$ cat src/rtl/axi_rd_arbiter_pkg.sv
`default_nettype none
// ============================================================================
// Module  : axi_rd_arbiter_pkg
// Brief   : Shared IDs, FSM encoding and AXI size codes for the read arbiter
// Revision: 1.0 - initial release
// ============================================================================
package axi_rd_arbiter_pkg;

  // AXI IDs used on AR/R to tell the two requesters apart
  localparam logic [3:0] ARID_INST = 4'd0;
  localparam logic [3:0] ARID_DATA = 4'd1;

  // AXI AxSIZE encodings
  localparam logic [2:0] SIZE_BYTE = 3'd0;
  localparam logic [2:0] SIZE_HALF = 3'd1;
  localparam logic [2:0] SIZE_WORD = 3'd2;

  // Arbiter FSM: IDLE accepts a request, AR holds it until the handshake
  typedef enum logic [0:0] {
    ST_IDLE = 1'b0,
    ST_AR   = 1'b1
  } state_e;

endpackage : axi_rd_arbiter_pkg
`default_nettype wire

$ cat src/rtl/axi_rd_arbiter.sv
`default_nettype none
// ============================================================================
// Module  : axi_rd_arbiter
// Brief   : Shares one AXI AR/R channel between the inst-side and data-side
//           sram-like read requesters; tracks outstanding reads per ID,
//           routes R beats back by ID and blocks data reads that hit a word
//           with a write still in flight.
// Revision: 1.0 - initial release
// ============================================================================
module axi_rd_arbiter
  import axi_rd_arbiter_pkg::*;
#(
  parameter int MAX_OUT    = 2,
  parameter int STARVE_LIM = 4
) (
  input  logic        aclk,
  input  logic        areset,
  // inst-side requester
  input  logic        inst_req,
  input  logic [31:0] inst_addr,
  output logic        inst_addr_ok,
  output logic        inst_data_ok,
  // data-side requester
  input  logic        data_req,
  input  logic [31:0] data_addr,
  input  logic [1:0]  data_size,
  output logic        data_addr_ok,
  output logic        data_data_ok,
  // shared read data
  output logic [31:0] resp_rdata,
  // write-path hazard information
  input  logic        wr_pending,
  input  logic [31:0] wr_addr,
  // AXI AR channel
  output logic [3:0]  arid,
  output logic [31:0] araddr,
  output logic [2:0]  arsize,
  output logic        arvalid,
  input  logic        arready,
  // AXI R channel
  input  logic [3:0]  rid,
  input  logic [31:0] rdata,
  input  logic        rvalid,
  output logic        rready
);

  localparam int CW = $clog2(MAX_OUT + 1);
  localparam int SW = $clog2(STARVE_LIM + 1);
  localparam logic [CW-1:0] C_MAX_OUT    = CW'(MAX_OUT);
  localparam logic [SW-1:0] C_STARVE_LIM = SW'(STARVE_LIM);

  state_e        state_q,   state_d;
  logic          arvalid_q, arvalid_d;
  logic [31:0]   araddr_q,  araddr_d;
  logic [3:0]    arid_q,    arid_d;
  logic [2:0]    arsize_q,  arsize_d;
  logic          rready_q,  rready_d;
  logic [CW-1:0] cnt_i_q,   cnt_i_d;
  logic [CW-1:0] cnt_d_q,   cnt_d_d;
  logic [SW-1:0] starve_q,  starve_d;

  logic el_i;
  logic el_d;
  logic raw;
  logic gnt_i;
  logic gnt_d;
  logic r_fire;
  logic dec_i;
  logic dec_d;

  // Byte lane bits of the write address do not take part in the word compare
  logic unused_wr_lsb;
  assign unused_wr_lsb = ^wr_addr[1:0];

  // Eligibility: room for another outstanding read, and no RAW hazard on data
  always_comb begin
    raw  = wr_pending && (wr_addr[31:2] == data_addr[31:2]);
    el_i = inst_req && (cnt_i_q < C_MAX_OUT);
    el_d = data_req && (cnt_d_q < C_MAX_OUT) && !raw;
  end

  // Next-state, grant and AR field capture; data wins unless inst is starving
  always_comb begin
    state_d   = state_q;
    arvalid_d = arvalid_q;
    araddr_d  = araddr_q;
    arid_d    = arid_q;
    arsize_d  = arsize_q;
    starve_d  = starve_q;
    gnt_i     = 1'b0;
    gnt_d     = 1'b0;
    case (state_q)
      ST_IDLE: begin
        gnt_i = el_i && (!el_d || (starve_q == C_STARVE_LIM));
        gnt_d = el_d && !gnt_i;
        if (gnt_i) begin
          state_d   = ST_AR;
          arvalid_d = 1'b1;
          araddr_d  = inst_addr;
          arid_d    = ARID_INST;
          arsize_d  = SIZE_WORD;
          starve_d  = '0;
        end else if (gnt_d) begin
          state_d   = ST_AR;
          arvalid_d = 1'b1;
          araddr_d  = data_addr;
          arid_d    = ARID_DATA;
          arsize_d  = {1'b0, data_size};
          if (el_i && (starve_q != C_STARVE_LIM)) begin
            starve_d = starve_q + SW'(1);
          end
        end
      end
      ST_AR: begin
        if (arvalid_q && arready) begin
          state_d   = ST_IDLE;
          arvalid_d = 1'b0;
        end
      end
    endcase
  end

  // R beat routing; a beat for an ID with no reads in flight leaves its count at 0
  always_comb begin
    rready_d = 1'b1;
    r_fire   = rvalid && rready_q;
    dec_i    = r_fire && (rid == ARID_INST) && (cnt_i_q != '0);
    dec_d    = r_fire && (rid == ARID_DATA) && (cnt_d_q != '0);
  end

  // Outstanding counters: grant adds one, returning beat removes one
  always_comb begin
    cnt_i_d = cnt_i_q;
    cnt_d_d = cnt_d_q;
    if (gnt_i && !dec_i) begin
      cnt_i_d = cnt_i_q + CW'(1);
    end else if (!gnt_i && dec_i) begin
      cnt_i_d = cnt_i_q - CW'(1);
    end
    if (gnt_d && !dec_d) begin
      cnt_d_d = cnt_d_q + CW'(1);
    end else if (!gnt_d && dec_d) begin
      cnt_d_d = cnt_d_q - CW'(1);
    end
  end

  // State and AR register bank; reset drops arvalid immediately
  always_ff @(posedge aclk or posedge areset) begin
    if (areset) begin
      state_q   <= ST_IDLE;
      arvalid_q <= 1'b0;
      araddr_q  <= '0;
      arid_q    <= '0;
      arsize_q  <= '0;
      rready_q  <= 1'b0;
      cnt_i_q   <= '0;
      cnt_d_q   <= '0;
      starve_q  <= '0;
    end else begin
      state_q   <= state_d;
      arvalid_q <= arvalid_d;
      araddr_q  <= araddr_d;
      arid_q    <= arid_d;
      arsize_q  <= arsize_d;
      rready_q  <= rready_d;
      cnt_i_q   <= cnt_i_d;
      cnt_d_q   <= cnt_d_d;
      starve_q  <= starve_d;
    end
  end

  // Requester-facing handshakes and AXI outputs
  always_comb begin
    inst_addr_ok = gnt_i;
    data_addr_ok = gnt_d;
    inst_data_ok = r_fire && (rid == ARID_INST);
    data_data_ok = r_fire && (rid == ARID_DATA);
    resp_rdata   = rdata;
    arvalid      = arvalid_q;
    araddr       = araddr_q;
    arid         = arid_q;
    arsize       = arsize_q;
    rready       = rready_q;
  end

endmodule : axi_rd_arbiter
`default_nettype wire

$ cat config.mk
export PLATFORM = sky130hd
export DESIGN_NAME = axi_rd_arbiter
export DESIGN_NICKNAME = d
export VERILOG_FILES = /design/src/rtl/axi_rd_arbiter_pkg.sv /design/src/rtl/axi_rd_arbiter.sv
export SDC_FILE = /design/constraint.sdc
export NUM_CORES = 1
export LEC_CHECK = 0
export BUFFER_PORTS_ARGS = -buffer_cell sky130_fd_sc_hd__buf_2
export CAP_MARGIN = 40
export CELL_PAD_IN_SITES_DETAIL_PLACEMENT = 1
export CELL_PAD_IN_SITES_GLOBAL_PLACEMENT = 2
export CORE_UTILIZATION = 24
export DETAILED_ROUTE_END_ITERATION = 10
export PLACE_DENSITY = 0.95
export SYNTH_ARGS = -nofsm -noshare
export SYNTH_HDL_FRONTEND = slang
export SYNTH_SLANG_ARGS = --single-unit
$ cat constraint.sdc
create_clock -name aclk -period 5.92 [get_ports aclk]
set_input_delay 0.592 -clock aclk [delete_from_list [all_inputs] [get_ports aclk]]
set_output_delay 0.592 -clock aclk [all_outputs]
set_load 0.005 [all_outputs]
==> summary.md <==
| Metric | Value |
|---|---|
| Starting Density | `0.246` |
| Syn Inst Count | `327` |
| Vias in the first global route | `2932` |
| Critical Path Sink Type | `output port` |
| Worst Setup SP | `data_addr[25]` |
| Wire length per cell | `15.5 um` |
| Max VDD drop | `0.129 mV` |
| Latest clock arrival within the worst-skew pair | `0.29 ns` |
| TritonCTS clock tree | `done` |
| Cts bufs inserted | `5` |
| Final Hold Viols | `0` |
| IO buf count | `147` |
| Largest stage delay on the critical path | `0.47 ns` |
| RSZ-0062 raised after global routing | `no` |
| Avg Cell Area, Syn | `9.48 um2` |
| Fmax | `329 MHz` |
| Worst r2r dst | `cnt_d_q[1]` |
| YS warnings | `0` |
| Most used DFF post-synth | `dfrtp_1` |
| Yosys cell types | `37` |
| Number of synthesized flops with an enable pin | `0` |
| Setup Buffers After CTS | `0` |
| Post-synth top area cell | `dfrtp_1` |
| Detail Route Antenna Nets | `0` |
| Area added between synthesis and finish | `26.6%` |
| Num ports | `218` |
| Post_cts resized | `0` |
| Slew margin rel. | `0.460` |
| Die extent in y | `116 um` |
| Final setup vio count | `0` |
| Cell area after layout | `3920 um2` |
| Tightest Pin Transition | `0.810 ns` |
| Max Clock Skew | `0.00519 ns` |
| Buf/Inv on CP | `2` |
| Power density over the cells | `413 nW/um2` |
| Max-cap violation count | `0` |
| H-tree depth | `2` |
| Hold slack | `0.345 ns` |
| Row count | `41` |
| Critical path data arrival time | `2.45 ns` |
| Critical Path Sink | `data_addr_ok` |
| Grt ovf | `0` |
| DRT iter0 DRCs | `65` |
| Placed insts | `603` |
| Die area | `13400 um2` |
| Final setup TNS | `0 ns` |
| FF-to-FF Start | `cnt_d_q[1]` |
| Worst-path clk slew | `0.06 ns` |
| Crit Path Max Fanout | `17` |
| Fin crit share | `0.514` |
| Global placement routability congestion | `0.693` |
| Fin worst setup slack | `2.88 ns` |
| Final Non-Filler Cells | `611` |
| Gr usage total | `0.144` |
| Register area | `1130 um2` |
| R2r worst-path depth | `6` |
| Wirelength, routed | `9440 um` |
| Hold WC Path Type | `in -> async` |
| Critical Path Stages | `7` |
| DP HPWL | `7470 um` |
| Area of the multi-input gates | `1370 um2` |
| Synthesized area | `3100 um2` |
| Clk sinks | `45` |
| Clk buf depth | `2` |
| Synth async-reset ratio | `1.00` |
| Die width | `116 um` |
| Count leader, synth | `inv_1` |
| Worst setup SP type | `input port` |
| Area of placed instances | `3750 um2` |
| Core area | `12600 um2` |
| Sequential share of the synthesized area | `0.363` |
| Synth top area cells | `dfrtp_1 36%, a221oi_2 13%, buf_4 9.4%` |
| Top cell type's share of synthesized area | `0.363` |
| Critical path class | `in -> out` |
| Critical path, cell by cell | `buf_2 > xnor2_1 > nand4_1 > nor4_4 > nand2_2 > and3_2 > buf_2` |
| Hold buffers post-CTS | `0` |
| Synthesized flop and latch total | `45` |
| Share of cells above drive strength 1 | `0.442` |
| Synth top cells by count | `66 x inv_1, 45 x dfrtp_1, 39 x buf_4` |
| Vias | `2676` |
| Fin. max-slew vios | `0` |
| CP required | `5.33 ns` |
| Final min period | `3.04 ns` |
| Initial antenna violation count | `0` |
| First-pass GRT wire length | `14500 um` |
| CP max-delay cell | `and3_2` |
| Largest net degree at the start of global routing | `36` |
| # diodes | `0` |
| # DRC | `0` |
| Fillers | `1532` |
| Final net count | `583` |
| Cell family with the largest share of critical-path delay | `simple AND/OR/NAND/NOR gates` |
| Worst slack at placement | `2.69 ns` |
| Via-to-Cell Ratio | `4.38` |
| Outcome | `finished, final reports clean` |
| Leak | `1.98 nW` |
| CP dominant cell by count | `buf_2` |
| First-pass iteration count of the detailed router | `4` |
| R2R setup slack | `3.69 ns` |
| Root Driver | `clkbuf_16` |
-- cell families after synthesis --
family                     Yosys count  share of synthesized area
and+or+nand+nor                     77                      0.132
xor gates and xnor gates            36                      0.102
other                                2                    0.00242
muxes                                4                     0.0137
DFF                                 45                      0.363
adders and majority gates            4                     0.0161
buffers and inverters              116                      0.204
AOI/OAI and AO/OA                   43                      0.166
-- worst min-delay path by stage --
stage / cells past startpoint / start / slack, ns / endpoint
after CTS: 2 / areset / 0.36 / arid[0]
after global routing: 2 / areset / 0.39 / arid[0]
after global placement: 1 / arid[0] / 0.46 / arid[0]
after floorplan: 1 / cnt_d_q[1] / 0.45 / cnt_d_q[1]
after detailed placement: 1 / arid[0] / 0.47 / arid[0]
final: 2 / areset / 0.35 / arid[0]
-- routing by layer --
metal | up-vias | part of all wire | global-route usage
li1 | 1262 | - | -
met1 | 1291 | 0.41 | 0.155
met2 | 104 | 0.50 | 0.273
met3 | 19 | 0.069 | 0.0366
met4 | 0 | 0.018 | 0.0513
met5 | - | 0 | 0
-- report_power, final --
part | internal, W | switching (W)
Clock | 0.000211 | 0.000125
Sequential | 0.000452 | 0.0000916
Combinational | 0.000340 | 0.000401
-- final cells by class --
cell class / instances / share of cell area
clock inverter: 1 / 0.00765
clock buffer: 7 / 0.0364
multi-input combinational: 169 / 0.349
sequential: 45 / 0.287
timing repair buffer: 151 / 0.202
tap: 172 / 0.0548
inverter: 66 / 0.0631
-- cells in the final DEF, fill, tap and decap left out, types with 2 or more instances in the layout --
cell and instances:
buf_2 147, inv_1 65, dfrtp_1 45, xnor2_1 32, nor3_1 30, a221oi_2 26
nor2_1 13, nand2_1 13, nand4_1 7, conb_1 5, clkbuf_16 5, xor2_1 4
a221oi_1 4, ha_1 4, nand3_1 3, o21ai_0 3, nand2b_1 2, nor4_4 2
a21oi_1 2, mux2i_1 2, mux2_2 2, a211oi_1 2, buf_12 2, buf_4 2
-- through the flow --
stage                     total power, W  utilization
final                            0.00162        0.311
after global routing             0.00175        0.311
after CTS                        0.00166        0.311
after detailed placement         0.00131        0.297
after global placement           0.00126        0.294
after floorplan                  0.00105            -
-- flip-flops by register name (all words and copies together), names as in the netlist --
signal,cells
state_q,1
araddr,32
cnt_d_q,2
cnt_i_q,2
arvalid,1
arid,1
rready,1
starve_q,3
arsize,2
Power figures use the tool's default switching activity.
